$ cat config.mk
export PLATFORM = sky130hd
export DESIGN_NAME = sync_fifo_ctl
export DESIGN_NICKNAME = d
export VERILOG_FILES = /design/src/rtl/fifo_pkg.sv /design/src/rtl/fifo_ram.sv /design/src/rtl/sync_fifo_ctl.sv
export SDC_FILE = /design/constraint.sdc
export NUM_CORES = 1
export LEC_CHECK = 0
export ABC_CLOCK_PERIOD_IN_PS = 3170
export CAP_MARGIN = 20
export CORE_MARGIN = 2
export CORE_UTILIZATION = 46
export CTS_CLUSTER_DIAMETER = 80
export DETAILED_ROUTE_END_ITERATION = 12
export GPL_TIMING_DRIVEN = 0
export HOLD_SLACK_MARGIN = 0.06
export SYNTH_ARGS = -nofsm -noshare
export SYNTH_HDL_FRONTEND = slang
export SYNTH_HIERARCHICAL = 1
export SYNTH_SLANG_ARGS = --single-unit
$ cat constraint.sdc
create_clock -name wclk -period 3.17 [get_ports wclk]
set_input_delay 0.7925 -clock wclk [delete_from_list [all_inputs] [get_ports wclk]]
set_output_delay 0.7925 -clock wclk [all_outputs]
set_load 0.02 [all_outputs]
$ cat src/rtl/fifo_pkg.sv
// Shared helpers for the single-clock FIFO: pointer width, depth and the
// full/empty tests on wrap-bit pointers.
package fifo_pkg;

    // Widest pointer the helpers handle; callers zero-extend into ptr_t.
    localparam int unsigned PTR_MAX_W    = 32;
    localparam int unsigned DEF_ADDRSIZE = 4;
    localparam int unsigned DEF_DEPTH    = 1 << DEF_ADDRSIZE;

    typedef logic [PTR_MAX_W-1:0] ptr_t;

    // Pointers carry one extra wrap bit above the storage address.
    function automatic int unsigned ptr_width(input int unsigned addrsize);
        return addrsize + 1;
    endfunction

    function automatic int unsigned fifo_depth(input int unsigned addrsize);
        return 1 << addrsize;
    endfunction

    // Bits of a pointer that are meaningful for a given address size.
    function automatic ptr_t ptr_mask(input int unsigned addrsize);
        return (ptr_t'(2) << addrsize) - ptr_t'(1);
    endfunction

    // Empty: both pointers identical including the wrap bit.
    function automatic logic fifo_empty(input ptr_t wptr, input ptr_t rptr,
                                        input int unsigned addrsize);
        return ((wptr ^ rptr) & ptr_mask(addrsize)) == '0;
    endfunction

    // Full: wrap bits differ, storage address bits equal.
    function automatic logic fifo_full(input ptr_t wptr, input ptr_t rptr,
                                       input int unsigned addrsize);
        return ((wptr ^ rptr) & ptr_mask(addrsize)) == (ptr_t'(1) << addrsize);
    endfunction

endpackage

$ cat src/rtl/fifo_ram.sv
// FIFO storage: one synchronous write port, one combinational read port.
// The array is deliberately not reset.
module fifo_ram #(
    parameter int DATASIZE = 8,
    parameter int ADDRSIZE = 4
) (
    input  logic                wclk,
    input  logic                we,
    input  logic [ADDRSIZE-1:0] waddr,
    input  logic [DATASIZE-1:0] wdata,
    input  logic [ADDRSIZE-1:0] raddr,
    output logic [DATASIZE-1:0] rdata_raw
);

    localparam int DEPTH = 1 << ADDRSIZE;

    logic [DATASIZE-1:0] mem_q [DEPTH];

    // Store the write word on an accepted write.
    always_ff @(posedge wclk) begin
        if (we) begin
            mem_q[waddr] <= wdata;
        end
    end

    assign rdata_raw = mem_q[raddr];

endmodule

$ cat src/rtl/sync_fifo_ctl.sv
// Single-clock FIFO controller: pointers, occupancy, registered flags,
// sticky error flags and an optional registered read port.
module sync_fifo_ctl
    import fifo_pkg::*;
#(
    parameter int DATASIZE   = 8,
    parameter int ADDRSIZE   = DEF_ADDRSIZE,
    parameter int AFULL_LVL  = (1 << ADDRSIZE) - 2,
    parameter int AEMPTY_LVL = 2,
    parameter bit OUTREG     = 1'b0
) (
    input  logic                wclk,
    input  logic                wrst,
    input  logic                winc,
    input  logic [DATASIZE-1:0] wdata,
    input  logic                rinc,
    output logic [DATASIZE-1:0] rdata,
    output logic                wfull,
    output logic                rempty,
    output logic                walmost_full,
    output logic                ralmost_empty,
    output logic [ADDRSIZE:0]   count,
    output logic                overflow,
    output logic                underflow
);

    localparam int PTR_W = int'(ptr_width(ADDRSIZE));

    localparam logic [PTR_W-1:0] AFULL_CNT  = PTR_W'(AFULL_LVL);
    localparam logic [PTR_W-1:0] AEMPTY_CNT = PTR_W'(AEMPTY_LVL);
    localparam logic [PTR_W-1:0] CNT_ONE    = PTR_W'(1);
    localparam logic             AFULL_RST  = (AFULL_LVL == 0);

    logic [PTR_W-1:0]    wptr_q, wptr_d;
    logic [PTR_W-1:0]    rptr_q, rptr_d;
    logic [PTR_W-1:0]    count_q, count_d;
    logic                full_q, full_d;
    logic                empty_q, empty_d;
    logic                afull_q, afull_d;
    logic                aempty_q, aempty_d;
    logic                ovf_q, ovf_d;
    logic                unf_q, unf_d;
    logic                we;
    logic                re;
    logic [DATASIZE-1:0] rdata_raw;

    // Accept/reject decisions and next-state pointers, count and flags.
    always_comb begin
        we = winc & ~full_q;
        re = rinc & ~empty_q;

        wptr_d = wptr_q + PTR_W'(we);
        rptr_d = rptr_q + PTR_W'(re);

        unique case ({we, re})
            2'b10:   count_d = count_q + CNT_ONE;
            2'b01:   count_d = count_q - CNT_ONE;
            default: count_d = count_q;
        endcase

        full_d   = fifo_full(ptr_t'(wptr_d), ptr_t'(rptr_d), ADDRSIZE);
        empty_d  = fifo_empty(ptr_t'(wptr_d), ptr_t'(rptr_d), ADDRSIZE);
        afull_d  = (count_d >= AFULL_CNT);
        aempty_d = (count_d <= AEMPTY_CNT);

        // Attempts against a full/empty FIFO latch until reset.
        ovf_d = ovf_q | (winc & full_q);
        unf_d = unf_q | (rinc & empty_q);
    end

    // Controller state; all of it returns to idle-empty on reset.
    always_ff @(posedge wclk or posedge wrst) begin
        if (wrst) begin
            wptr_q   <= '0;
            rptr_q   <= '0;
            count_q  <= '0;
            full_q   <= 1'b0;
            empty_q  <= 1'b1;
            afull_q  <= AFULL_RST;
            aempty_q <= 1'b1;
            ovf_q    <= 1'b0;
            unf_q    <= 1'b0;
        end else begin
            wptr_q   <= wptr_d;
            rptr_q   <= rptr_d;
            count_q  <= count_d;
            full_q   <= full_d;
            empty_q  <= empty_d;
            afull_q  <= afull_d;
            aempty_q <= aempty_d;
            ovf_q    <= ovf_d;
            unf_q    <= unf_d;
        end
    end

    fifo_ram #(
        .DATASIZE (DATASIZE),
        .ADDRSIZE (ADDRSIZE)
    ) u_ram (
        .wclk      (wclk),
        .we        (we),
        .waddr     (wptr_q[ADDRSIZE-1:0]),
        .wdata     (wdata),
        .raddr     (rptr_q[ADDRSIZE-1:0]),
        .rdata_raw (rdata_raw)
    );

    generate
        if (OUTREG) begin : g_outreg
            logic [DATASIZE-1:0] rdata_q;

            // Capture the head word on an accepted read; hold otherwise.
            always_ff @(posedge wclk or posedge wrst) begin
                if (wrst) begin
                    rdata_q <= '0;
                end else if (re) begin
                    rdata_q <= rdata_raw;
                end
            end

            assign rdata = rdata_q;
        end else begin : g_showahead
            assign rdata = rdata_raw;
        end
    endgenerate

    assign wfull         = full_q;
    assign rempty        = empty_q;
    assign walmost_full  = afull_q;
    assign ralmost_empty = aempty_q;
    assign count         = count_q;
    assign overflow      = ovf_q;
    assign underflow     = unf_q;

endmodule

==> results of run 1 <==
==> Yosys cell counts (all sizes together), types with 5 or more instances <==
| library cell | instances | area, µm² |
|---|---|---|
| nor2 | 15 | 56.3 |
| dfrtp | 19 | 475 |
| a22oi | 16 | 120 |
| inv | 5 | 18.8 |
| nand2 | 10 | 37.5 |
| buf | 9 | 75.1 |
| ha | 7 | 87.6 |
| mux4 | 32 | 773 |
| nand3 | 6 | 30.0 |
| edfxtp | 128 | 3840 |
| xor2 | 13 | 114 |
==> critical path: stages (launching register included) <==
cell and delay, ps:
dfrtp_1 370, buf_6 160, buf_12 150, mux4_2 530, a22oi_2 280, nand2_1 80, dlygate4sd2_1 320
==> repair_timing <==
action / CTS / global route
setup endpoints to repair: 8 / 9
pin swaps: 0 / 1
resized for setup: 14 / 21
==> final timing paths <==
path | slack [ps] | endpoint | depth (start not counted)
min in group asynchronous | 830 | walmost_full | 2
hold / removal | 460 | underflow | 1
setup / recovery | 70 | rdata[1] | 6
hold reg to reg | 460 | underflow | 1
setup reg to reg | 660 | ralmost_empty | 10
max in group asynchronous | 1860 | rptr_q[2] | 2
==> logic make-up (layout without fill, tap and decap cells) <==
kind of cell / Yosys count / in the layout / share of synthesized area
AND/OR/NAND/NOR: 49 / 49 / 0.0405
AO/OA/AOI/OAI: 28 / 28 / 0.0353
buffers and inverters: 17 / 83 / 0.0207
flip-flops: 149 / 149 / 0.729
multiplexers: 35 / 35 / 0.135
XOR/XNOR: 17 / 17 / 0.0248
adder cells (fa/ha/maj): 7 / 7 / 0.0146
==> layout by cell type, fill, tap and decap left out, types with 6 or more instances in the layout <==
cell type        netlist  final
a22oi_1               16      8
a22oi_2                0      8
clkbuf_16              0     17
clkdlybuf4s50_1        0     22
dfrtp_1               19     19
dlygate4sd2_1          0      6
edfxtp_1             128    128
ha_1                   7      6
mux4_1                14      8
mux4_2                18     24
nand2_1               10     10
nand3_1                6      6
nor2_1                15     15
xor2_1                13     13
==> power by group through the flow <==
| stage | sequential, W | clock (W) | combinational (W) |
|---|---|---|---|
| after detailed placement | 0.00271 | 0 | 0.00245 |
| after floorplan | 0.00272 | 0 | 0.00157 |
| after global routing | 0.00271 | 0.00223 | 0.00269 |
| final | 0.00267 | 0.00210 | 0.00250 |
| after CTS | 0.00267 | 0.00214 | 0.00242 |
| after global placement | 0.00269 | 0 | 0.00243 |
==> final cells by class <==
cell class                      count  area (µm²)  area share
Multi-Input combinational cell    136        1530       0.212
Sequential cell                   149        4370       0.607
Clock inverter                     11         181      0.0252
Clock buffer                       21         440      0.0612
Buffer                             12         130      0.0181
Timing Repair Buffer               34         315      0.0438
Tap cell                          172         215      0.0299
Inverter                            5        18.8     0.00261
==> per-stage QoR <==
stage | util | power (W) | setup TNS (ps) | hold WS (ps)
floorplan | - | 0.00429 | 0 | 478
CTS | 0.566 | 0.00723 | -160 | 465
global placement | 0.514 | 0.00512 | -3140 | 441
finish | 0.568 | 0.00727 | 0 | 463
global route | 0.568 | 0.00762 | -4.19 | 497
detailed placement | 0.516 | 0.00515 | -999 | 448
==> state kept, by name (all words and copies together), names as in the netlist <==
register / flops
count: 5
overflow: 1
ralmost_empty: 1
rempty: 1
rptr_q: 5
u_ram/mem_q: 128
underflow: 1
walmost_full: 1
wfull: 1
wptr_q: 5
==> routing by layer <==
metal,GRT usage,vias up,share of wire
li1,-,1328,-
met1,0.224,1478,0.43
met2,0.284,76,0.50
met3,0.0449,15,0.055
met4,0.0678,0,0.022
met5,0,-,0
==> flow_summary.yaml, run 1 <==
outcome:
  status: "completed"
cts:
  cts-hold-fix-buffers: 0
  cts_htree_levels: 4
  cts_buffer_depth: 2
  insertion_delay_ps: 410
  root_buffer: "clkbuf_16"
  cts_made_buffers: 17
  cts_setup_buffers: 0
  cts_tree: "done"
  clkTransAtPathRegs_ps: 50
  cts_sinks: 149
detailed_routing:
  drtAntennaViolNets: 0
  viasPerCell: 5.36
  wl_per_cell_um: 20.7
  drc: 0
  drt_iter0_drc: 202
  route.vias.total: 2897
  wl_um: 11200
  firstDrtPassIters: 4
yosys:
  ys_seq_area_frac: 0.729
  ys_async_sr_fraction: 0.141
  netlist-cell-type-count: 40
  synth_cells: 302
  ys_ff_latch: 149
  syn_area_per_cell_um2: 19.9
  syn_area_um2: 6000
  synth_nets: 321
  synth-edff-count: 128
  yosys_warnings: 6
  synth_ff_type: "edfxtp_1"
cells_and_area:
  fin_area_um2: 7200
  syn_to_final_growth_pct: 20.1
  drive_gt1_frac: 0.234
  antenna_cells: 0
  stdcell_count: 540
  n_fill_cell: 991
  nets: 374
sta:
  finalMaxSlewViolations: 0
  finClkSkew_ps: 5.23
  setup_viol_count_final: 0
  fin_crit_sh: 0.977
  relSlewSlack: 0.416
  fin_crit_ps: 3100
  worst_pin_slew_ps: 869
  hold_viol: 0
  layout_setup_ws_ps: 72.6
  max_freq_mhz: 323
power:
  ir_worst_vdd_mv: 0.532
  p_leak_nw: 2.49
  internal_power_w: 0.00501
  clockPowerShare: 0.289
  power_switching_w: 0.00226
  p_sw_frac: 0.311
  pwr-share-comb: 0.343
  power_density_nw_per_um2: 1010
  p_seq_frac: 0.368
job:
  maxCapViolations: 0
floorplan:
  die_w_um: 118
  ios: 31
  start_util: 0.473
  dieArea_um2: 14000
  row_count: 41
  core-area_um2: 12700
  die_h_um: 118
placed_design:
  dpl.cell_count: 508
  dp_hpwl_um: 7390
  numPortBuffers: 30
  placed_cell_area_um2: 6540
  gp_congestion: 0.773
  pre_cts_ws_ps: -379
critical_path:
  required_ps: 2380
  cp_data_arrival_time_ps: 2300
  critPathCaptureType: "primary output"
  crit_type: "flop to primary output"
  cp-start-kind: "flop"
  cp_max_fo: 10
  critPathLaunch: "rptr_q[0]"
  r2r-start: "wfull"
grt:
  grt.total_usage: 0.174
  grt_pass1_vias: 3003
  overflow: 0
  antenna_found_initial: 0
  grt_pass1_wl_um: 17400
  grt_max_degree: 22
worst_hold_path:
  hold_class: "flop to flop"
  min_from: "underflow"
(Power assumes the default switching activity.)
==> run 2: changes to the inputs <==
--- a/config.mk
+++ b/config.mk
@@ -5,14 +5,16 @@
 export SDC_FILE = /design/constraint.sdc
 export NUM_CORES = 1
 export LEC_CHECK = 0
-export ABC_CLOCK_PERIOD_IN_PS = 3170
+export ABC_CLOCK_PERIOD_IN_PS = 4000
 export CAP_MARGIN = 20
 export CORE_MARGIN = 2
-export CORE_UTILIZATION = 46
+export CORE_UTILIZATION = 50
 export CTS_CLUSTER_DIAMETER = 80
 export DETAILED_ROUTE_END_ITERATION = 12
 export GPL_TIMING_DRIVEN = 0
 export HOLD_SLACK_MARGIN = 0.06
+export PLACE_DENSITY = 0.68
+export SETUP_SLACK_MARGIN = 0.5
 export SYNTH_ARGS = -nofsm -noshare
 export SYNTH_HDL_FRONTEND = slang
 export SYNTH_HIERARCHICAL = 1
==> constraint.sdc (replaced) <==
create_clock -name wclk -period 4 [get_ports wclk]
set_input_delay 1 -clock wclk [delete_from_list [all_inputs] [get_ports wclk]]
set_output_delay 1 -clock wclk [all_outputs]
set_load 0.02 [all_outputs]
==> flow_summary.yaml, run 2 (synthesis gave the netlist of run 1 again) <==
grt:
  grt_pass1_wl_um: 17000
  grt_pass1_vias: 3037
  antenna_found_initial: 0
  overflow: 0
  grt.total_usage: 0.188
  grt_max_degree: 22
floorplan:
  row_count: 39
  ios: 31
  die_h_um: 114
  dieArea_um2: 12900
  die_w_um: 114
  start_util: 0.518
  core-area_um2: 11600
cells_and_area:
  syn_to_final_growth_pct: 17.6
  nets: 374
  antenna_cells: 0
  layout_common_cells: "128 x edfxtp_1, 22 x clkdlybuf4s50_1, 19 x dfrtp_1"
  largest_reg_flops: 128
  mostFrequentLayoutCell: "edfxtp_1"
  seq_area_um2: 4370
  top_register: "u_ram/mem_q"
  n_fill_cell: 833
  drive_gt1_frac: 0.189
  multiInputGateArea_um2: 1520
critical_path:
  cp_max_fo: 10
  critPathCaptureType: "primary output"
  cp-start-kind: "flop"
  cp_data_arrival_time_ps: 2430
  required_ps: 3000
  crit_type: "flop to primary output"
power:
  power_density_nw_per_um2: 774
  ir_worst_vdd_mv: 0.412
  clockPowerShare: 0.264
  p_total_w: 0.00546
  p_seq_frac: 0.388
  internal_power_w: 0.00372
  p_leak_nw: 2.47
  power_switching_w: 0.00173
  p_sw_frac: 0.318
  pwr-share-comb: 0.348
job:
  maxCapViolations: 0
sta:
  setup_viol_count_final: 0
  fin_crit_sh: 0.859
  worst_pin_slew_ps: 879
  finalMaxSlewViolations: 0
  max_freq_mhz: 291
  relSlewSlack: 0.412
  rsz0062_at_grt: "yes"
  hold_viol: 0
  finalSetupTns_ps: 0
  fin_crit_ps: 3430
  finClkSkew_ps: 4.42
cts:
  cts_tree: "done"
  cts_buffer_depth: 2
  cts_htree_levels: 4
  clkTransAtPathRegs_ps: 50
  cts_sinks: 149
  root_buffer: "clkbuf_16"
  cts_setup_buffers: 0
  insertion_delay_ps: 410
  cts_made_buffers: 17
placed_design:
  gp_congestion: 0.841
  numPortBuffers: 30
  dp_hpwl_um: 7290
detailed_routing:
  route.vias.total: 2986
  firstDrtPassIters: 4
  wl_um: 11100
  drtAntennaViolNets: 0
  viasPerCell: 5.88
  wl_per_cell_um: 21.8
  drt_iter0_drc: 358
  drc: 0
outcome:
  status: "completed"
worst_hold_path:
  hold_class: "flop to flop"
## run 2: per-layer routing
layer | routed length (µm) | GRT usage | up-vias
met5 | 0 | 0 | -
met4 | 195 | 0.0805 | 0
met3 | 582 | 0.0473 | 18
met2 | 5640 | 0.307 | 96
met1 | 4680 | 0.242 | 1545
li1 | - | - | 1327
## run 2: final timing paths
path                            endpoint       from  slack (ps)  cells past startpoint
setup / recovery                rdata[2]  rptr_q[0]         570                      6
hold reg to reg                 overflow   overflow         460                      1
hold / removal                  overflow   overflow         460                      1
max in group asynchronous       count[4]       wrst        2490                      2
setup reg to reg           ralmost_empty      wfull        1440                     10
min in group asynchronous      underflow       wrst        1030                      2
## run 2: what timing repair did
action | in CTS | in global routing
hold buffers | 0 | 0
endpoints found under the hold margin | 0 | 0
resized for setup | 12 | 3
gates cloned | 0 | 0
endpoints found under the setup margin | 8 | 5
## run 2: power groups by stage
stage          registers, W  logic, W  clock network, W
6_report            0.00212   0.00190           0.00144
5_1_grt             0.00214   0.00206           0.00152
4_1_cts             0.00212   0.00191           0.00146
3_5_place_dp        0.00215   0.00194                 0
3_3_place_gp        0.00213   0.00190                 0
2_1_floorplan       0.00216   0.00124                 0
## run 2: through the flow
step	cell area, µm²	instances	utilization	setup WS [ps]	hold slack [ps]
detailed placement	6500	479	0.562	281	448
CTS	7040	508	0.609	511	468
finish	7050	508	0.609	566	464
global placement	6470	475	0.560	312	441
global route	7050	508	0.609	477	480
floorplan	6000	302	-	1020	478
## run 2: critical path, stage by stage, from the launching register on
cell and delay, ps:
dfrtp_1 370, buf_6 140, buf_6 170, mux4_1 630
a22oi_1 290, nand2_1 90, dlygate4sd2_1 320
## run 2: layout make-up
class	count	share of cell area
flip-flops and latches	149	0.620
multi-input cells	136	0.216
clock buffers	22	0.0630
repair buffers	34	0.0451
well taps	143	0.0254
plain buffers	12	0.0154
clock inverters	7	0.0119
inverters	5	0.00266
==> run 3: changes to the inputs <==
--- a/config.mk
+++ b/config.mk
@@ -7,13 +7,15 @@
 export LEC_CHECK = 0
 export ABC_CLOCK_PERIOD_IN_PS = 4000
 export CAP_MARGIN = 20
+export CELL_PAD_IN_SITES_DETAIL_PLACEMENT = 2
+export CELL_PAD_IN_SITES_GLOBAL_PLACEMENT = 2
 export CORE_MARGIN = 2
 export CORE_UTILIZATION = 50
 export CTS_CLUSTER_DIAMETER = 80
 export DETAILED_ROUTE_END_ITERATION = 12
 export GPL_TIMING_DRIVEN = 0
 export HOLD_SLACK_MARGIN = 0.06
-export PLACE_DENSITY = 0.68
+export PLACE_DENSITY_LB_ADDON = 0.1
 export SETUP_SLACK_MARGIN = 0.5
 export SYNTH_ARGS = -nofsm -noshare
 export SYNTH_HDL_FRONTEND = slang
==> flow_summary.yaml, run 3 (synthesis gave the netlist of run 1 again) <==
sta:
  hold_viol: 0
  fin_crit_sh: 0.855
  max_freq_mhz: 292
  worst_pin_slew_ps: 1120
  rsz0062_at_grt: "yes"
  relSlewSlack: 0.246
  fin_crit_ps: 3420
  finalMaxSlewViolations: 0
  setup_viol_count_final: 0
  finalSetupTns_ps: 0
  finClkSkew_ps: 5.39
critical_path:
  crit_type: "flop to primary output"
  critPathCaptureType: "primary output"
  cp_data_arrival_time_ps: 2420
  cp-start-kind: "flop"
  required_ps: 3000
  ff2ff_path_depth: 10
  critPathLaunch: "rptr_q[0]"
  cp_max_fo: 10
  r2r-start: "wfull"
outcome:
  status: "completed"
placed_design:
  gp_congestion: 0.692
  dp_hpwl_um: 10200
  numPortBuffers: 30
  placed_cell_area_um2: 6500
floorplan:
  dieArea_um2: 12900
  ios: 31
  die_w_um: 114
  start_util: 0.518
  row_count: 39
  die_h_um: 114
  core-area_um2: 11600
cells_and_area:
  top_register: "u_ram/mem_q"
  layout_common_cells: "128 x edfxtp_1, 22 x clkdlybuf4s50_1, 19 x dfrtp_1, 19 x mux4_2, 17 x clkbuf_16"
  nets: 374
  antenna_cells: 0
  fin_area_um2: 7180
  mostFrequentLayoutCell: "edfxtp_1"
  drive_gt1_frac: 0.210
  largest_reg_flops: 128
  syn_to_final_growth_pct: 19.7
grt:
  grt.total_usage: 0.289
  antenna_found_initial: 0
  grt_pass1_wl_um: 25300
  grt_pass1_vias: 3683
  overflow: 0
  grt_max_degree: 22
cts:
  cts_tree: "done"
  cts_htree_levels: 4
  clkTransAtPathRegs_ps: 50
  cts_made_buffers: 17
  insertion_delay_ps: 430
  cts_setup_buffers: 0
  cts_sinks: 149
  root_buffer: "clkbuf_16"
  cts_buffer_depth: 2
  cts-hold-fix-buffers: 0
detailed_routing:
  drtAntennaViolNets: 0
  wl_um: 17200
  wl_per_cell_um: 33.6
  drc: 0
  drt_iter0_drc: 313
  route.vias.total: 3248
  firstDrtPassIters: 5
  viasPerCell: 6.37
worst_hold_path:
  hold_depth: 1
  hold_class: "flop to flop"
  min_from: "overflow"
power:
  ir_worst_vdd_mv: 0.439
  p_leak_nw: 2.52
  power_density_nw_per_um2: 838
job:
  maxCapViolations: 0
-- run 3: changes by cell type in the layout (fill, tap and decap cells not counted), moves of 2 or more --
| cell | delta |
|---|---|
| buf_2 | -2 |
| buf_4 | +2 |
| buf_8 | +3 |
| buf_6 | -3 |
| bufinv_16 | +3 |
| clkinv_2 | -2 |
-- run 3: routing by layer --
metal	GRT usage	routed length, µm
met5	0	0
met4	0.110	364
met3	0.0616	767
met2	0.495	9070
met1	0.366	6950
-- run 3: through the flow --
stage	setup WS (ps)	power (W)	hold WS, ps	util	instances
after floorplan	1020	0.00340	478	-	302
after global placement	296	0.00406	441	0.560	475
after detailed placement	135	0.00423	447	0.562	479
after CTS	354	0.00601	468	0.618	510
after global routing	489	0.00624	476	0.621	510
final	580	0.00601	463	0.621	510
-- run 3: layout make-up --
| cell class | count | area [µm²] |
|---|---|---|
| timing repair buffer | 34 | 319 |
| clock inverter | 10 | 180 |
| multi-input combinational | 136 | 1540 |
| clock buffer | 21 | 440 |
| buffer | 12 | 128 |
| fill | 908 | 4390 |
| inverter | 5 | 18.8 |
| sequential | 149 | 4370 |
| tap | 143 | 179 |
-- run 3: worst paths after layout --
kind	end	slack (ps)
worst max-delay path	rdata[1]	580
worst min-delay path	overflow	460
worst max register to register	ralmost_empty	1300
worst min register to register	overflow	460
max in group asynchronous	count[3]	2430
min in group asynchronous	underflow	1080
-- run 3: power by group --
part	total [W]	internal, W	switching, W
Combinational	0.00213	0.000915	0.00121
Clock	0.00172	0.00110	0.000617
Sequential	0.00217	0.00195	0.000213
-- run 3: repair_timing --
action	CTS	global route
gates resized for setup	16	11
endpoints found under the setup margin	9	6
endpoints found under the hold margin	0	0
pin swaps	0	0
-- run 3: worst max-delay path, stage by stage, from the launching register on --
cell and delay [ps]:
dfrtp_1 380, buf_6 160, buf_8 180, mux4_1 630, a22oi_2 230, nand2_1 80, dlygate4sd2_1 330
